===== src/rtl/bram_pixel_reader.sv =====
// Linear frame scanner: fetches R/G/B planes from a 1-cycle BRAM and streams packed RGB pixels.
// Optional PIXEL_GRAY_EN macro adds a registered 8-bit luma-ish pix_gray output.
module bram_pixel_reader #(
    parameter int unsigned IMG_W  = 320,
    parameter int unsigned IMG_H  = 240,
    parameter int unsigned ADDR_W = 19
) (
    input  logic              clk,
    input  logic              rst,
    input  logic              start,
    input  logic              abort,
    output logic              busy,
    output logic              done,
    output logic [ADDR_W-1:0] mem_addr,
    output logic [1:0]        mem_channel,
    input  logic [7:0]        mem_data,
    output logic              pix_valid,
    input  logic              pix_ready,
    output logic [23:0]       pix_rgb,
    output logic              pix_sof,
`ifdef PIXEL_GRAY_EN
    output logic              pix_last,
    output logic [7:0]        pix_gray
`else
    output logic              pix_last
`endif
);

    localparam int unsigned       NumPix   = IMG_W * IMG_H;
    localparam logic [ADDR_W-1:0] LastAddr = ADDR_W'(NumPix - 1);

    localparam logic [2:0] StIdle = 3'd0;
    localparam logic [2:0] StReqR = 3'd1;
    localparam logic [2:0] StReqG = 3'd2;
    localparam logic [2:0] StReqB = 3'd3;
    localparam logic [2:0] StCapB = 3'd4;
    localparam logic [2:0] StOut  = 3'd5;

    logic [2:0]        state_q, state_d;
    logic [ADDR_W-1:0] addr_q, addr_d;
    logic [7:0]        r_q, r_d;
    logic [7:0]        g_q, g_d;
    logic [23:0]       rgb_q, rgb_d;
    logic              valid_q, valid_d;
    logic              sof_q, sof_d;
    logic              last_q, last_d;
    logic              busy_q, busy_d;
    logic              done_q, done_d;
`ifdef PIXEL_GRAY_EN
    logic [7:0]        gray_q, gray_d;
    logic [9:0]        gray_sum;

    assign gray_sum = {2'b00, r_q} + {1'b0, g_q, 1'b0} + {2'b00, mem_data};
`endif

    // Channel presented one cycle ahead of the capture state because the BRAM read is registered.
    always_comb begin
        case (state_q)
            StReqG:  mem_channel = 2'b10;
            StReqB:  mem_channel = 2'b11;
            default: mem_channel = 2'b01;
        endcase
    end

    always_comb begin
        state_d = state_q;
        addr_d  = addr_q;
        r_d     = r_q;
        g_d     = g_q;
        rgb_d   = rgb_q;
        valid_d = valid_q;
        sof_d   = sof_q;
        last_d  = last_q;
        busy_d  = busy_q;
        done_d  = 1'b0;
`ifdef PIXEL_GRAY_EN
        gray_d  = gray_q;
`endif
        if (abort) begin
            if (state_q != StIdle) begin
                state_d = StIdle;
                valid_d = 1'b0;
                busy_d  = 1'b0;
                addr_d  = '0;
            end
        end else begin
            case (state_q)
                StIdle: begin
                    if (start) begin
                        state_d = StReqR;
                        addr_d  = '0;
                        busy_d  = 1'b1;
                    end
                end
                StReqR: state_d = StReqG;
                StReqG: begin
                    r_d     = mem_data;
                    state_d = StReqB;
                end
                StReqB: begin
                    g_d     = mem_data;
                    state_d = StCapB;
                end
                StCapB: begin
                    rgb_d   = {r_q, g_q, mem_data};
                    sof_d   = (addr_q == '0);
                    last_d  = (addr_q == LastAddr);
                    valid_d = 1'b1;
`ifdef PIXEL_GRAY_EN
                    gray_d  = gray_sum[9:2];
`endif
                    state_d = StOut;
                end
                StOut: begin
                    if (pix_ready) begin
                        valid_d = 1'b0;
                        if (last_q) begin
                            done_d  = 1'b1;
                            busy_d  = 1'b0;
                            state_d = StIdle;
                        end else begin
                            addr_d  = addr_q + ADDR_W'(1);
                            state_d = StReqR;
                        end
                    end
                end
                default: state_d = StIdle;
            endcase
        end
    end

    always_ff @(posedge clk) begin
        if (rst) begin
            state_q <= StIdle;
            addr_q  <= '0;
            r_q     <= '0;
            g_q     <= '0;
            rgb_q   <= '0;
            valid_q <= 1'b0;
            sof_q   <= 1'b0;
            last_q  <= 1'b0;
            busy_q  <= 1'b0;
            done_q  <= 1'b0;
`ifdef PIXEL_GRAY_EN
            gray_q  <= '0;
`endif
        end else begin
            state_q <= state_d;
            addr_q  <= addr_d;
            r_q     <= r_d;
            g_q     <= g_d;
            rgb_q   <= rgb_d;
            valid_q <= valid_d;
            sof_q   <= sof_d;
            last_q  <= last_d;
            busy_q  <= busy_d;
            done_q  <= done_d;
`ifdef PIXEL_GRAY_EN
            gray_q  <= gray_d;
`endif
        end
    end

    assign busy      = busy_q;
    assign done      = done_q;
    assign mem_addr  = addr_q;
    assign pix_valid = valid_q;
    assign pix_rgb   = rgb_q;
    assign pix_sof   = sof_q;
    assign pix_last  = last_q;
`ifdef PIXEL_GRAY_EN
    assign pix_gray  = gray_q;
`endif

endmodule


===== config.mk =====
export PLATFORM = sky130hd
export DESIGN_NAME = bram_pixel_reader
export DESIGN_NICKNAME = d
export VERILOG_FILES = /design/src/rtl/bram_pixel_reader.sv
export SDC_FILE = /design/constraint.sdc
export NUM_CORES = 1
export LEC_CHECK = 0
export CAP_MARGIN = 20
export CORE_MARGIN = 2
export CORE_UTILIZATION = 50
export DETAILED_ROUTE_END_ITERATION = 6
export GPL_ROUTABILITY_DRIVEN = 0
export GPL_TIMING_DRIVEN = 0
export HOLD_SLACK_MARGIN = 0.06
export PLACE_DENSITY = 0.85
export SLEW_MARGIN = 5
export SYNTH_ARGS = -nofsm -noshare
export SYNTH_HDL_FRONTEND = slang
export SYNTH_SLANG_ARGS = --single-unit

===== constraint.sdc =====
create_clock -name clk -period 2.6 [get_ports clk]
set_clock_uncertainty 0.05 [all_clocks]
set_input_delay 0.52 -clock clk [delete_from_list [all_inputs] [get_ports clk]]
set_output_delay 0.52 -clock clk [all_outputs]
set_load 0.05 [all_outputs]

==> metrics.log <==
INFO  metric result_of_the_run = complete, no violations
INFO  metric die_x = 79.45 um
INFO  metric postSynthAreaPerCell = 7.929 um2
INFO  metric startpoint_type = flop
INFO  metric totalNegativeSetupSlack = 0 ns
INFO  metric hp_start = pix_rgb[14]
INFO  metric netlist-cell-type-count = 43
INFO  metric holdPathEnd = pix_rgb[14]
INFO  metric sequential_share_of_the_synthesized_area = 0.4712
INFO  metric vdd_drop_max = 0.4555 mV
INFO  metric nets = 446
INFO  metric postCtsSetupBuffers = 0
INFO  metric cp.required = 2.03 ns
INFO  metric mappedNetlistNets = 374
INFO  metric fin_util = 0.6789
INFO  metric timing.critical_path.arrival = 1.95 ns
INFO  metric final.fill_count = 439
INFO  metric finalCritPeriodShare = 0.9682
INFO  metric synth_compound_area_frac = 0.1679
INFO  metric mostFrequentLayoutCells = sky130_fd_sc_hd__nand2_1, sky130_fd_sc_hd__dfxtp_1, sky130_fd_sc_hd__clkdlybuf4s50_1
INFO  metric power.leakage = 1.208 nW
INFO  metric synthCells = 359
INFO  metric clock_root_buffer_master = sky130_fd_sc_hd__clkbuf_8
INFO  metric top_level_pins = 63
INFO  metric areaGrowthSynthToFinish = 31.34%
INFO  metric max_freq = 397.3 MHz
INFO  metric clkSinkCount = 67
INFO  metric postSynth.asyncResetShare = 0
INFO  metric crit_path_max_incr_delay = 0.58 ns
INFO  metric place.detailed.instances = 492
INFO  metric worst_setup_path_end_kind = primary output
INFO  metric worst_setup_path_class = flop to primary output
INFO  metric synth.ff_latch_count = 67
INFO  metric ratio_of_routed_vias_to_standard_cells = 5.724
INFO  metric holdCritPathClass = flop to flop
INFO  metric launching_point_of_the_worst_reg2reg_path = mem_addr[1]
INFO  metric max_slew_violation_count = 0
INFO  metric syn-cell-area = 0.002846 mm2
INFO  metric regToRegEndpoint = mem_addr[18]
INFO  metric placedInstanceArea = 0.003547 mm2
INFO  metric drt_iter0_markers = 241
INFO  metric dominant_combinational_cell_family_by_area_after_synthesis = simple AND/OR/NAND/NOR gates
INFO  metric global_route.usage.total = 0.2465
INFO  metric p_per_area = 529.9 mW/mm2
INFO  metric buffer_ports.inserted = 61
INFO  metric remaining_drc_errors = 0
INFO  metric floorplan.die.height = 79.45 um
INFO  metric timing.final.hold_violations = 0
INFO  metric cpMaxStageDelayCell = sky130_fd_sc_hd__dlygate4sd2_1
INFO  metric hold_bufs_inserted_after_cts = 0
INFO  metric routed_wire_length_per_instance = 14.95 um
INFO  metric cts.repair.resized = 2
INFO  metric worst-r2r-cell-count = 6
INFO  metric final_min_period = 2.517 ns
INFO  metric synth_edf_count = 0
INFO  metric worst-slew-pin-transition = 0.9616 ns
INFO  metric synth_warnings = 0
INFO  metric fin_area = 0.003739 mm2
INFO  metric rsz0062_at_grt = no
INFO  metric grt_pass1_vias = 2,614
INFO  metric yosys-mux-area-fraction = 0.03165
INFO  metric synth-xor-area-share = 0.003077
INFO  metric synth_flop_cell = sky130_fd_sc_hd__dfxtp_1
INFO  metric number_of_vias_in_the_routed_layout = 2,908
INFO  metric worst_path_dominant_cell_family = buffers and inverters
INFO  metric critical_path.n_buffers_inverters = 2
INFO  metric antenna_found_initial = 0
INFO  metric grt_max_degree = 13
INFO  metric drt-pass1-iter-count = 5
INFO  metric power = 1.981 mW
INFO  metric timing.final.setup_violations = 0
INFO  metric total_number_of_placement_rows = 27
INFO  metric critical_path_cell_by_cell = clkbuf_1, nor2b_1, dlygate4sd2_1
INFO  metric clkSlewWorstSetupHoldPaths = 0.07 ns
INFO  metric synth_adder_area_share = 0.008791
INFO  metric tritoncts.num_buffers = 9
INFO  metric antennaDiodeCount = 0
INFO  metric critical_path.max_fanout = 9
INFO  metric drive_above_1_share = 0.04358
INFO  metric design.die.area = 0.006312 mm2
INFO  metric layout_commonest_cell = sky130_fd_sc_hd__nand2_1
INFO  metric synth_simple_gate_area_share = 0.2756
INFO  metric area_of_the_placeable_core = 0.005507 mm2
INFO  metric cts_tree = built
INFO  metric ff2ff_setup_slack = 0.20 ns
INFO  metric initial_utilization = 0.5169
INFO  metric route.antenna.remaining_nets = 0
INFO  metric clock_tree.htree_level_count = 3
INFO  metric postRouteWirelength = 7.597 mm
INFO  metric max-clock-path-buffers = 2
INFO  metric cap_viol_max_count = 0
INFO  metric clk_latency = 0.35 ns
INFO  metric wire_length_of_the_first_global_routing_pass = 12.20 mm
INFO  metric holdPathStages = 2
INFO  metric slew_headroom = 0.3530
INFO  metric overflow = 0
INFO  metric hpwlAfterDp = 5.193 mm
INFO  metric stdcell_count = 508
area by class of cell:
type | count | area, um2 | share of cell area
Inverter | 4 | 15.01 | 0.004016
Clock inverter | 6 | 66.31 | 0.01774
Sequential cell | 67 | 1341 | 0.3588
Buffer | 25 | 103.9 | 0.02778
Timing Repair Buffer | 61 | 608.1 | 0.1627
Clock buffer | 10 | 127.6 | 0.03414
Tap cell | 72 | 90.09 | 0.02410
Multi-Input combinational cell | 263 | 1386 | 0.3708
cell usage after synthesis, types with 3 or more instances:
cell | n | share of area
sky130_fd_sc_hd__inv_1 | 4 | 0.0053
sky130_fd_sc_hd__nand2_1 | 83 | 0.11
sky130_fd_sc_hd__a211oi_1 | 3 | 0.0079
sky130_fd_sc_hd__nand4_1 | 4 | 0.0088
sky130_fd_sc_hd__a21oi_1 | 53 | 0.093
sky130_fd_sc_hd__or4_1 | 3 | 0.0079
sky130_fd_sc_hd__a31oi_1 | 6 | 0.013
sky130_fd_sc_hd__o21ai_0 | 10 | 0.018
sky130_fd_sc_hd__nand3_1 | 14 | 0.025
sky130_fd_sc_hd__and2_1 | 3 | 0.0066
sky130_fd_sc_hd__nor2b_1 | 5 | 0.011
sky130_fd_sc_hd__dfxtp_1 | 67 | 0.47
sky130_fd_sc_hd__mux2i_1 | 9 | 0.032
sky130_fd_sc_hd__or3_1 | 4 | 0.0088
sky130_fd_sc_hd__nor4_1 | 6 | 0.013
sky130_fd_sc_hd__nor2_1 | 21 | 0.028
sky130_fd_sc_hd__nor3_1 | 9 | 0.016
sky130_fd_sc_hd__clkbuf_1 | 22 | 0.029
worst reg2reg max path, stage by stage (launching register included):
cell	delay (ns)
sky130_fd_sc_hd__dfxtp_1	0.41
sky130_fd_sc_hd__ha_1	0.30
sky130_fd_sc_hd__nand4_1	0.19
sky130_fd_sc_hd__nor4_1	0.69
sky130_fd_sc_hd__nand4_1	0.21
sky130_fd_sc_hd__or3_1	0.34
sky130_fd_sc_hd__a31oi_1	0.16
worst max-delay path by stage:
stage | start | end | depth (start not counted)
floorplan | state_q[1] | state_q[0] | 6
global placement | abort | mem_addr[5] | 7
detailed placement | abort | mem_addr[5] | 7
CTS | state_q[1] | mem_channel[1] | 3
global route | state_q[1] | mem_channel[1] | 3
finish | state_q[1] | mem_channel[1] | 3
power breakdown:
group	leakage [nW]	switching, mW	internal, mW
clock	0.100	0.408	0.444
combinational	0.568	0.0621	0.0365
sequential	0.540	0.00188	1.03
logic make-up after synthesis:
| logic type | after synthesis |
|---|---|
| AND/OR/NAND/NOR | 166 |
| flip-flops | 67 |
| XOR/XNOR | 1 |
| adder cells (fa/ha/maj) | 2 |
| buffers and inverters | 29 |
| AO/OA/AOI/OAI | 85 |
| multiplexers | 9 |
routing by layer:
| metal | vias up | routed length (um) | GRT usage |
|---|---|---|---|
| met5 | - | 0 | 0 |
| met4 | 0 | 90 | 0.09655 |
| met3 | 10 | 616 | 0.07353 |
| met2 | 141 | 3508 | 0.3723 |
| met1 | 1359 | 3382 | 0.3307 |
| li1 | 1398 | - | - |
state kept, by name, indices dropped and copies added, names as in the netlist:
signal / flops
pix_rgb: 24
mem_addr: 19
g_q: 8
r_q: 8
state_q: 3
busy: 1
done: 1
pix_last: 1
pix_sof: 1
pix_valid: 1
through the flow:
stage | hold WS [ns] | worst slack, ns
finish | 0.4050 | 0.08279
detailed placement | 0.3965 | -0.09993
floorplan | 0.3813 | 0.005467
global route | 0.4279 | 0.008389
CTS | 0.4068 | 0.08474
global placement | 0.3919 | -0.05211
Power figures use the tool's default switching activity.
